===== src/rtl/popcount_burst_arbiter_if.sv =====
// Bundle of requester-side and result-side signals for popcount_burst_arbiter.
// slave = the arbiter's view, master = the view of whoever drives requests
// and consumes results.
interface popcount_burst_arbiter_if #(
  parameter int WIDTH_I   = 8,
  parameter int NUM_REQ   = 3,
  parameter int MAX_BEATS = 16
);
  localparam int ID_W   = $clog2(NUM_REQ);
  localparam int BEAT_W = $clog2(MAX_BEATS + 1);
  localparam int ACC_W  = $clog2(WIDTH_I * MAX_BEATS + 1);

  logic [NUM_REQ-1:0]         req_valid_i;
  logic [NUM_REQ*WIDTH_I-1:0] req_data_i;
  logic [NUM_REQ-1:0]         req_last_i;
  logic [NUM_REQ-1:0]         req_ready_o;
  logic                       res_valid_o;
  logic                       res_ready_i;
  logic [ID_W-1:0]            res_id_o;
  logic [ACC_W-1:0]           res_ones_o;
  logic [ACC_W-1:0]           res_zeros_o;
  logic [BEAT_W-1:0]          res_beats_o;
  logic                       res_ovf_o;

  modport slave (
    input  req_valid_i, req_data_i, req_last_i, res_ready_i,
    output req_ready_o, res_valid_o, res_id_o, res_ones_o, res_zeros_o,
           res_beats_o, res_ovf_o
  );

  modport master (
    output req_valid_i, req_data_i, req_last_i, res_ready_i,
    input  req_ready_o, res_valid_o, res_id_o, res_ones_o, res_zeros_o,
           res_beats_o, res_ovf_o
  );
endinterface


===== src/rtl/popcount_burst_arbiter.sv =====
// popcount_burst_arbiter: round-robin arbiter that locks one requester per
// burst, popcounts every accepted beat through a single shared
// zeros_ones_count datapath and emits a tagged ones/zeros/beats result.
// Bursts that reach MAX_BEATS without a last beat are cut and flagged; the
// remaining beats of that requester compete again as a fresh burst.

// Combinational ones/zeros counter for one data word.
module zeros_ones_count #(
  parameter  int WIDTH_I = 8,
  localparam int CNT_W   = $clog2(WIDTH_I + 1)
) (
  input  logic [WIDTH_I-1:0] i_data,
  output logic [CNT_W-1:0]   o_ones,
  output logic [CNT_W-1:0]   o_zeros
);
  function automatic logic [CNT_W-1:0] f_popcount(input logic [WIDTH_I-1:0] d);
    logic [CNT_W-1:0] c;
    c = '0;
    for (int k = 0; k < WIDTH_I; k++) begin
      c = c + CNT_W'(d[k]);
    end
    return c;
  endfunction

  assign o_ones  = f_popcount(i_data);
  assign o_zeros = CNT_W'(WIDTH_I) - o_ones;
endmodule

module popcount_burst_arbiter #(
  parameter int WIDTH_I   = 8,
  parameter int NUM_REQ   = 3,
  parameter int MAX_BEATS = 16
) (
  input  logic                     clk_i,
  input  logic                     rst_n_i,
  popcount_burst_arbiter_if.slave  bus
);
  localparam int ID_W   = $clog2(NUM_REQ);
  localparam int BEAT_W = $clog2(MAX_BEATS + 1);
  localparam int ACC_W  = $clog2(WIDTH_I * MAX_BEATS + 1);
  localparam int CNT_W  = $clog2(WIDTH_I + 1);

  typedef enum logic [1:0] {
    S_IDLE   = 2'd0,
    S_BURST  = 2'd1,
    S_RESULT = 2'd2
  } state_t;

  // Lowest set index of a request vector (vector assumed non-zero when used).
  function automatic logic [ID_W-1:0] f_lowest(input logic [NUM_REQ-1:0] v);
    logic [ID_W-1:0] r;
    r = '0;
    for (int j = NUM_REQ - 1; j >= 0; j--) begin
      if (v[j]) r = ID_W'(j);
    end
    return r;
  endfunction

  state_t              r_state;
  logic [ID_W-1:0]     r_ptr;
  logic [ID_W-1:0]     r_grant;
  logic [NUM_REQ-1:0]  r_ready;
  logic [ACC_W-1:0]    r_ones_acc;
  logic [ACC_W-1:0]    r_zeros_acc;
  logic [BEAT_W-1:0]   r_beats;
  logic                r_res_valid;
  logic [ID_W-1:0]     r_res_id;
  logic [ACC_W-1:0]    r_res_ones;
  logic [ACC_W-1:0]    r_res_zeros;
  logic [BEAT_W-1:0]   r_res_beats;
  logic                r_res_ovf;

  logic [NUM_REQ-1:0]  w_mask_hi;
  logic [NUM_REQ-1:0]  w_cand_hi;
  logic [ID_W-1:0]     w_next_grant;
  logic [NUM_REQ-1:0]  w_grant_onehot;
  logic                w_any_req;
  logic [WIDTH_I-1:0]  w_gdata;
  logic [CNT_W-1:0]    w_cnt_ones;
  logic [CNT_W-1:0]    w_cnt_zeros;
  logic                w_xfer;
  logic                w_last;
  logic [ACC_W-1:0]    w_ones_nxt;
  logic [ACC_W-1:0]    w_zeros_nxt;
  logic [BEAT_W-1:0]   w_beats_nxt;
  logic                w_burst_end;

  // Round-robin pick: first valid index strictly above the pointer, else wrap to the lowest valid.
  always_comb begin
    w_mask_hi = '0;
    for (int j = 0; j < NUM_REQ; j++) begin
      w_mask_hi[j] = (ID_W'(j) > r_ptr);
    end
    w_cand_hi      = bus.req_valid_i & w_mask_hi;
    w_any_req      = |bus.req_valid_i;
    w_next_grant   = (|w_cand_hi) ? f_lowest(w_cand_hi) : f_lowest(bus.req_valid_i);
    w_grant_onehot = {{(NUM_REQ-1){1'b0}}, 1'b1} << w_next_grant;
  end

  // Granted-data mux; r_ready is one-hot on the grant during a burst and zero otherwise.
  always_comb begin
    w_gdata = '0;
    for (int j = 0; j < NUM_REQ; j++) begin
      w_gdata = w_gdata | (bus.req_data_i[j*WIDTH_I +: WIDTH_I] & {WIDTH_I{r_ready[j]}});
    end
  end

  zeros_ones_count #(.WIDTH_I(WIDTH_I)) u_count (
    .i_data  (w_gdata),
    .o_ones  (w_cnt_ones),
    .o_zeros (w_cnt_zeros)
  );

  assign w_xfer      = (r_state == S_BURST) && (|(bus.req_valid_i & r_ready));
  assign w_last      = |(bus.req_last_i & r_ready);
  assign w_ones_nxt  = r_ones_acc + ACC_W'(w_cnt_ones);
  assign w_zeros_nxt = r_zeros_acc + ACC_W'(w_cnt_zeros);
  assign w_beats_nxt = r_beats + BEAT_W'(1);
  assign w_burst_end = w_last || (w_beats_nxt == BEAT_W'(MAX_BEATS));

  // Arbitration / burst / result FSM with all outputs registered.
  always_ff @(posedge clk_i or negedge rst_n_i) begin
    if (!rst_n_i) begin
      r_state     <= S_IDLE;
      r_ptr       <= ID_W'(NUM_REQ - 1);
      r_grant     <= '0;
      r_ready     <= '0;
      r_ones_acc  <= '0;
      r_zeros_acc <= '0;
      r_beats     <= '0;
      r_res_valid <= 1'b0;
      r_res_id    <= '0;
      r_res_ones  <= '0;
      r_res_zeros <= '0;
      r_res_beats <= '0;
      r_res_ovf   <= 1'b0;
    end else begin
      case (r_state)
        S_IDLE: begin
          if (w_any_req) begin
            r_grant     <= w_next_grant;
            r_ready     <= w_grant_onehot;
            r_ones_acc  <= '0;
            r_zeros_acc <= '0;
            r_beats     <= '0;
            r_state     <= S_BURST;
          end
        end
        S_BURST: begin
          if (w_xfer) begin
            r_ones_acc  <= w_ones_nxt;
            r_zeros_acc <= w_zeros_nxt;
            r_beats     <= w_beats_nxt;
            if (w_burst_end) begin
              r_ready     <= '0;
              r_res_valid <= 1'b1;
              r_res_id    <= r_grant;
              r_res_ones  <= w_ones_nxt;
              r_res_zeros <= w_zeros_nxt;
              r_res_beats <= w_beats_nxt;
              r_res_ovf   <= ~w_last;
              r_state     <= S_RESULT;
            end
          end
        end
        S_RESULT: begin
          if (bus.res_ready_i) begin
            r_res_valid <= 1'b0;
            r_ptr       <= r_grant;
            r_state     <= S_IDLE;
          end
        end
        default: begin
          r_ready     <= '0;
          r_res_valid <= 1'b0;
          r_state     <= S_IDLE;
        end
      endcase
    end
  end

  assign bus.req_ready_o = r_ready;
  assign bus.res_valid_o = r_res_valid;
  assign bus.res_id_o    = r_res_id;
  assign bus.res_ones_o  = r_res_ones;
  assign bus.res_zeros_o = r_res_zeros;
  assign bus.res_beats_o = r_res_beats;
  assign bus.res_ovf_o   = r_res_ovf;
endmodule


===== src/flat_wrapper.sv =====
// flat-port wrapper written by rule: the top's interface ports become plain ports
module popcount_burst_arbiter_flat 
#(
  parameter int WIDTH_I   = 8,
  parameter int NUM_REQ   = 3,
  parameter int MAX_BEATS = 16
)
  (clk_i, rst_n_i, bus_req_valid_i, bus_req_data_i, bus_req_last_i, bus_res_ready_i, bus_req_ready_o, bus_res_valid_o, bus_res_id_o, bus_res_ones_o, bus_res_zeros_o, bus_res_beats_o, bus_res_ovf_o);
  popcount_burst_arbiter_if #(.WIDTH_I(WIDTH_I), .NUM_REQ(NUM_REQ), .MAX_BEATS(MAX_BEATS)) bus_i ();
  input  logic clk_i;
  input  logic rst_n_i;
  input wire logic [$bits(bus_i.req_valid_i)-1:0] bus_req_valid_i;
  input wire logic [$bits(bus_i.req_data_i)-1:0] bus_req_data_i;
  input wire logic [$bits(bus_i.req_last_i)-1:0] bus_req_last_i;
  input wire logic [$bits(bus_i.res_ready_i)-1:0] bus_res_ready_i;
  output wire logic [$bits(bus_i.req_ready_o)-1:0] bus_req_ready_o;
  output wire logic [$bits(bus_i.res_valid_o)-1:0] bus_res_valid_o;
  output wire logic [$bits(bus_i.res_id_o)-1:0] bus_res_id_o;
  output wire logic [$bits(bus_i.res_ones_o)-1:0] bus_res_ones_o;
  output wire logic [$bits(bus_i.res_zeros_o)-1:0] bus_res_zeros_o;
  output wire logic [$bits(bus_i.res_beats_o)-1:0] bus_res_beats_o;
  output wire logic [$bits(bus_i.res_ovf_o)-1:0] bus_res_ovf_o;
  assign bus_i.req_valid_i = bus_req_valid_i;
  assign bus_i.req_data_i = bus_req_data_i;
  assign bus_i.req_last_i = bus_req_last_i;
  assign bus_i.res_ready_i = bus_res_ready_i;
  assign bus_req_ready_o = bus_i.req_ready_o;
  assign bus_res_valid_o = bus_i.res_valid_o;
  assign bus_res_id_o = bus_i.res_id_o;
  assign bus_res_ones_o = bus_i.res_ones_o;
  assign bus_res_zeros_o = bus_i.res_zeros_o;
  assign bus_res_beats_o = bus_i.res_beats_o;
  assign bus_res_ovf_o = bus_i.res_ovf_o;
  popcount_burst_arbiter #(.WIDTH_I(WIDTH_I), .NUM_REQ(NUM_REQ), .MAX_BEATS(MAX_BEATS)) u_core (.clk_i(clk_i), .rst_n_i(rst_n_i), .bus(bus_i));
endmodule

===== config.mk =====
export PLATFORM = sky130hd
export DESIGN_NAME = popcount_burst_arbiter_flat
export DESIGN_NICKNAME = d
export VERILOG_FILES = /design/src/rtl/popcount_burst_arbiter_if.sv /design/src/rtl/popcount_burst_arbiter.sv /design/src/flat_wrapper.sv
export SDC_FILE = /design/constraint.sdc
export NUM_CORES = 1
export LEC_CHECK = 0
export ABC_AREA = 1
export BUFFER_PORTS_ARGS = -buffer_cell sky130_fd_sc_hd__buf_2
export CAP_MARGIN = 10
export CORE_AREA = 3 3 124 114
export DETAILED_ROUTE_END_ITERATION = 6
export DIE_AREA = 0 0 127 117
export GPL_ROUTABILITY_DRIVEN = 0
export HOLD_SLACK_MARGIN = 0.12
export PLACE_DENSITY = 0.52
export SLEW_MARGIN = 20
export SYNTH_ARGS = -nofsm -noshare
export SYNTH_HDL_FRONTEND = slang
export SYNTH_SLANG_ARGS = --single-unit

===== constraint.sdc =====
create_clock -name clk_i -period 6.2 [get_ports clk_i]
set_input_delay 0.31 -clock clk_i [delete_from_list [all_inputs] [get_ports clk_i]]
set_output_delay 0.31 -clock clk_i [all_outputs]
set_load 0.005 [all_outputs]

==> impl_metrics.tcl <==
set metrics [dict create \
    critPathMaxFanout 12 \
    synth-main-ff-cell "dfrtp_1" \
    nets 488 \
    setup_violations 0 \
    startpoint_type "register" \
    antenna_found_initial 0 \
    htreeDepth 2 \
    clock_skew_ns 0.00824 \
    drive_gt1_share_pct 21.8 \
    place_ws_ns 1.22 \
    routedWlPerCell_um 12.8 \
    max_slew.worst_pin.slew_ns 1.02 \
    maxSlewViolCount 0 \
    core_area_mm2 0.0128 \
    cts_setup_buffers 0 \
    row_count 39 \
    worstSkewPairLatency_ns 0.30 \
    fp.dieH_um 117 \
    r2r-end "u_core.r_zeros_acc[6]$_DFFE_PN0P_" \
    path_clk_slew_ns 0.08 \
    synth_commonest_cells "nand2_1 (102), dfrtp_1 (54), inv_1 (45)" \
    rsz0062_at_grt "false" \
    hold_class "primary input to async pin" \
    r2r_start "u_core.bus.req_ready_o[0]$_DFFE_PN0P_" \
    cp.arrival_ns 5.21 \
    dp_cells 592 \
    vias 2676 \
    start_util_pct 25.0 \
    first_pass_iters 4 \
    grt_pass1_wl_mm 12.6 \
    cts_buffers 5 \
    track_usage_pct 10.4 \
    ys_seq_area_share_pct 43.2 \
    syn_inst 379 \
    finalHoldViolCount 0 \
    grt_max_degree 56 \
    routed_via_density 4.46 \
    layout_min_cycle_time_ns 5.05 \
    drt_iter0_markers 127 \
    n_antenna_cell 0 \
    async_reset_ff_share_pct 100 \
    synthDominantCellAreaShare_pct 42.3 \
    area_delta_synth_final_pct 18.3 \
    die_area_mm2 0.0149 \
    synth_cell_types 31 \
    setup_tns_ns 0 \
    r2r_cells 21 \
    drt_wl_total_mm 7.67 \
    cts_root_buffer "clkbuf_16" \
    reg2reg_slack_ns 1.15 \
    maxCapViolations 0 \
    postCtsHoldBufs 0 \
    synth_area_leaders "dfrtp_1 (42%), nand2_1 (12%), nand3_1 (5.6%)" \
    grt_pass1_vias 2604 \
    layout_setup_ws_ns 1.15 \
    cp_data_required_time_ns 6.36 \
    io_pins 61 \
    synth_top_area_cell "dfrtp_1" \
    ys_ff_latch 55 \
    synth_nets 432 \
    cts_buffer_depth 2 \
    fmax_ghz 0.198 \
    cts_tree "done" \
    outcome "complete, no violations" \
    synth_edf_count 0 \
    ys_warn_count 0 \
    grt-ovfl-total 0 \
    hpwlAfterDp_mm 5.74 \
    ant_nets 0 \
    post-route-util_pct 29.5 \
    crit_type "register to register" \
    final_cells 600 \
    yosys.cell_count.top_type "nand2_1" \
    die_w_um 127 \
    period_share_pct 81.4 \
    syn_area_mm2 0.00319 \
    avgSynthCellArea_um2 8.42 \
    endpoint_kind "register" \
    postCtsResizedCells 0 \
    clkSinkCount 55 \
    fillers 1381 \
    crit_start "u_core.bus.req_ready_o[0]$_DFFE_PN0P_" \
    slew-limit-headroom_pct 32.0 \
    route.detailed.drc 0 \
    io_buffers 60 \
]
-- worst max-delay path by stage --
stage / end / cells past startpoint / slack [ns]
global placement: u_core.r_zeros_acc[6]$_DFFE_PN0P_ / 21 / 1.29
global route: u_core.r_zeros_acc[6]$_DFFE_PN0P_ / 21 / 0.75
detailed placement: u_core.r_zeros_acc[6]$_DFFE_PN0P_ / 21 / 1.22
finish: u_core.r_zeros_acc[6]$_DFFE_PN0P_ / 21 / 1.15
floorplan: u_core.bus.res_zeros_o[6]$_DFFE_PN0P_ / 22 / 1.56
CTS: u_core.r_zeros_acc[6]$_DFFE_PN0P_ / 21 / 1.13
-- layout by cell type (no fill, tap or decap), drive strengths merged, types with 2 or more instances in the layout --
master / count
clkbuf: 7
dfrtp: 54
inv: 47
o21ai: 39
xnor2: 4
nand4: 10
fa: 6
xor2: 5
buf: 61
ha: 14
nand2: 107
o22ai: 4
or2: 2
a22o: 5
a21oi: 11
nor2: 11
nand3b: 5
nand3: 38
-- cell type report --
class | instances | area (µm²) | share of cell area [%]
sequential | 55 | 1380 | 36.5
tap | 164 | 205 | 5.43
clock buffer | 7 | 153 | 4.04
multi-input combinational | 265 | 1550 | 41.0
clock inverter | 1 | 7.51 | 0.199
timing repair buffer | 61 | 308 | 8.15
inverter | 47 | 176 | 4.67
-- critical path: stages, from the launching register on --
cell,delay (ns)
dfrtp_1,0.55
a22o_1,0.22
a21oi_1,0.06
fa_1,0.56
inv_1,0.06
fa_1,0.53
inv_1,0.05
fa_1,0.53
inv_1,0.04
ha_1,0.20
inv_1,0.07
fa_1,0.47
ha_1,0.24
xor2_1,0.16
inv_1,0.07
ha_1,0.36
nand2_1,0.07
o21ai_0,0.26
nand2_1,0.12
xor2_1,0.17
nand2_1,0.06
o21ai_1,0.06
-- sequential cells by signal, summed over array words and instances, names as in the netlist, 3 cells and up --
| register | count |
|---|---|
| u_core.bus.res_beats_o | 5 |
| u_core.r_ones_acc | 8 |
| u_core.r_beats | 5 |
| u_core.r_zeros_acc | 8 |
| u_core.bus.res_ones_o | 8 |
| u_core.bus.res_zeros_o | 8 |
| u_core.bus.req_ready_o | 3 |
-- kinds of logic after synthesis --
group	count (synthesis)	synth area share, %
AOI/OAI and AO/OA	62	12.1
xor gates and xnor gates	9	2.47
adders and majority gates	20	9.25
buffers and inverters	59	8.31
DFF	55	43.2
and+or+nand+nor	174	24.7
-- per-stage QoR --
| step | hold WS (ns) | instance area [µm²] |
|---|---|---|
| finish | 0.137 | 3780 |
| global route | 0.226 | 3780 |
| CTS | 0.190 | 3780 |
| detailed placement | 0.467 | 3620 |
| global placement | 0.463 | 3620 |
| floorplan | 0.0144 | 3190 |
-- layer usage --
layer / share of wire [%] / wire [µm] / global-route usage, %
met3: 3.7 / 281 / 2.63
met5: 0 / 0 / 0
met4: 0.77 / 59 / 2.14
met2: 48 / 3660 / 17.8
met1: 48 / 3670 / 13.6
Power is not shown: default switching activity piles up to over one toggle a cycle in this logic, so the estimate is an artifact.
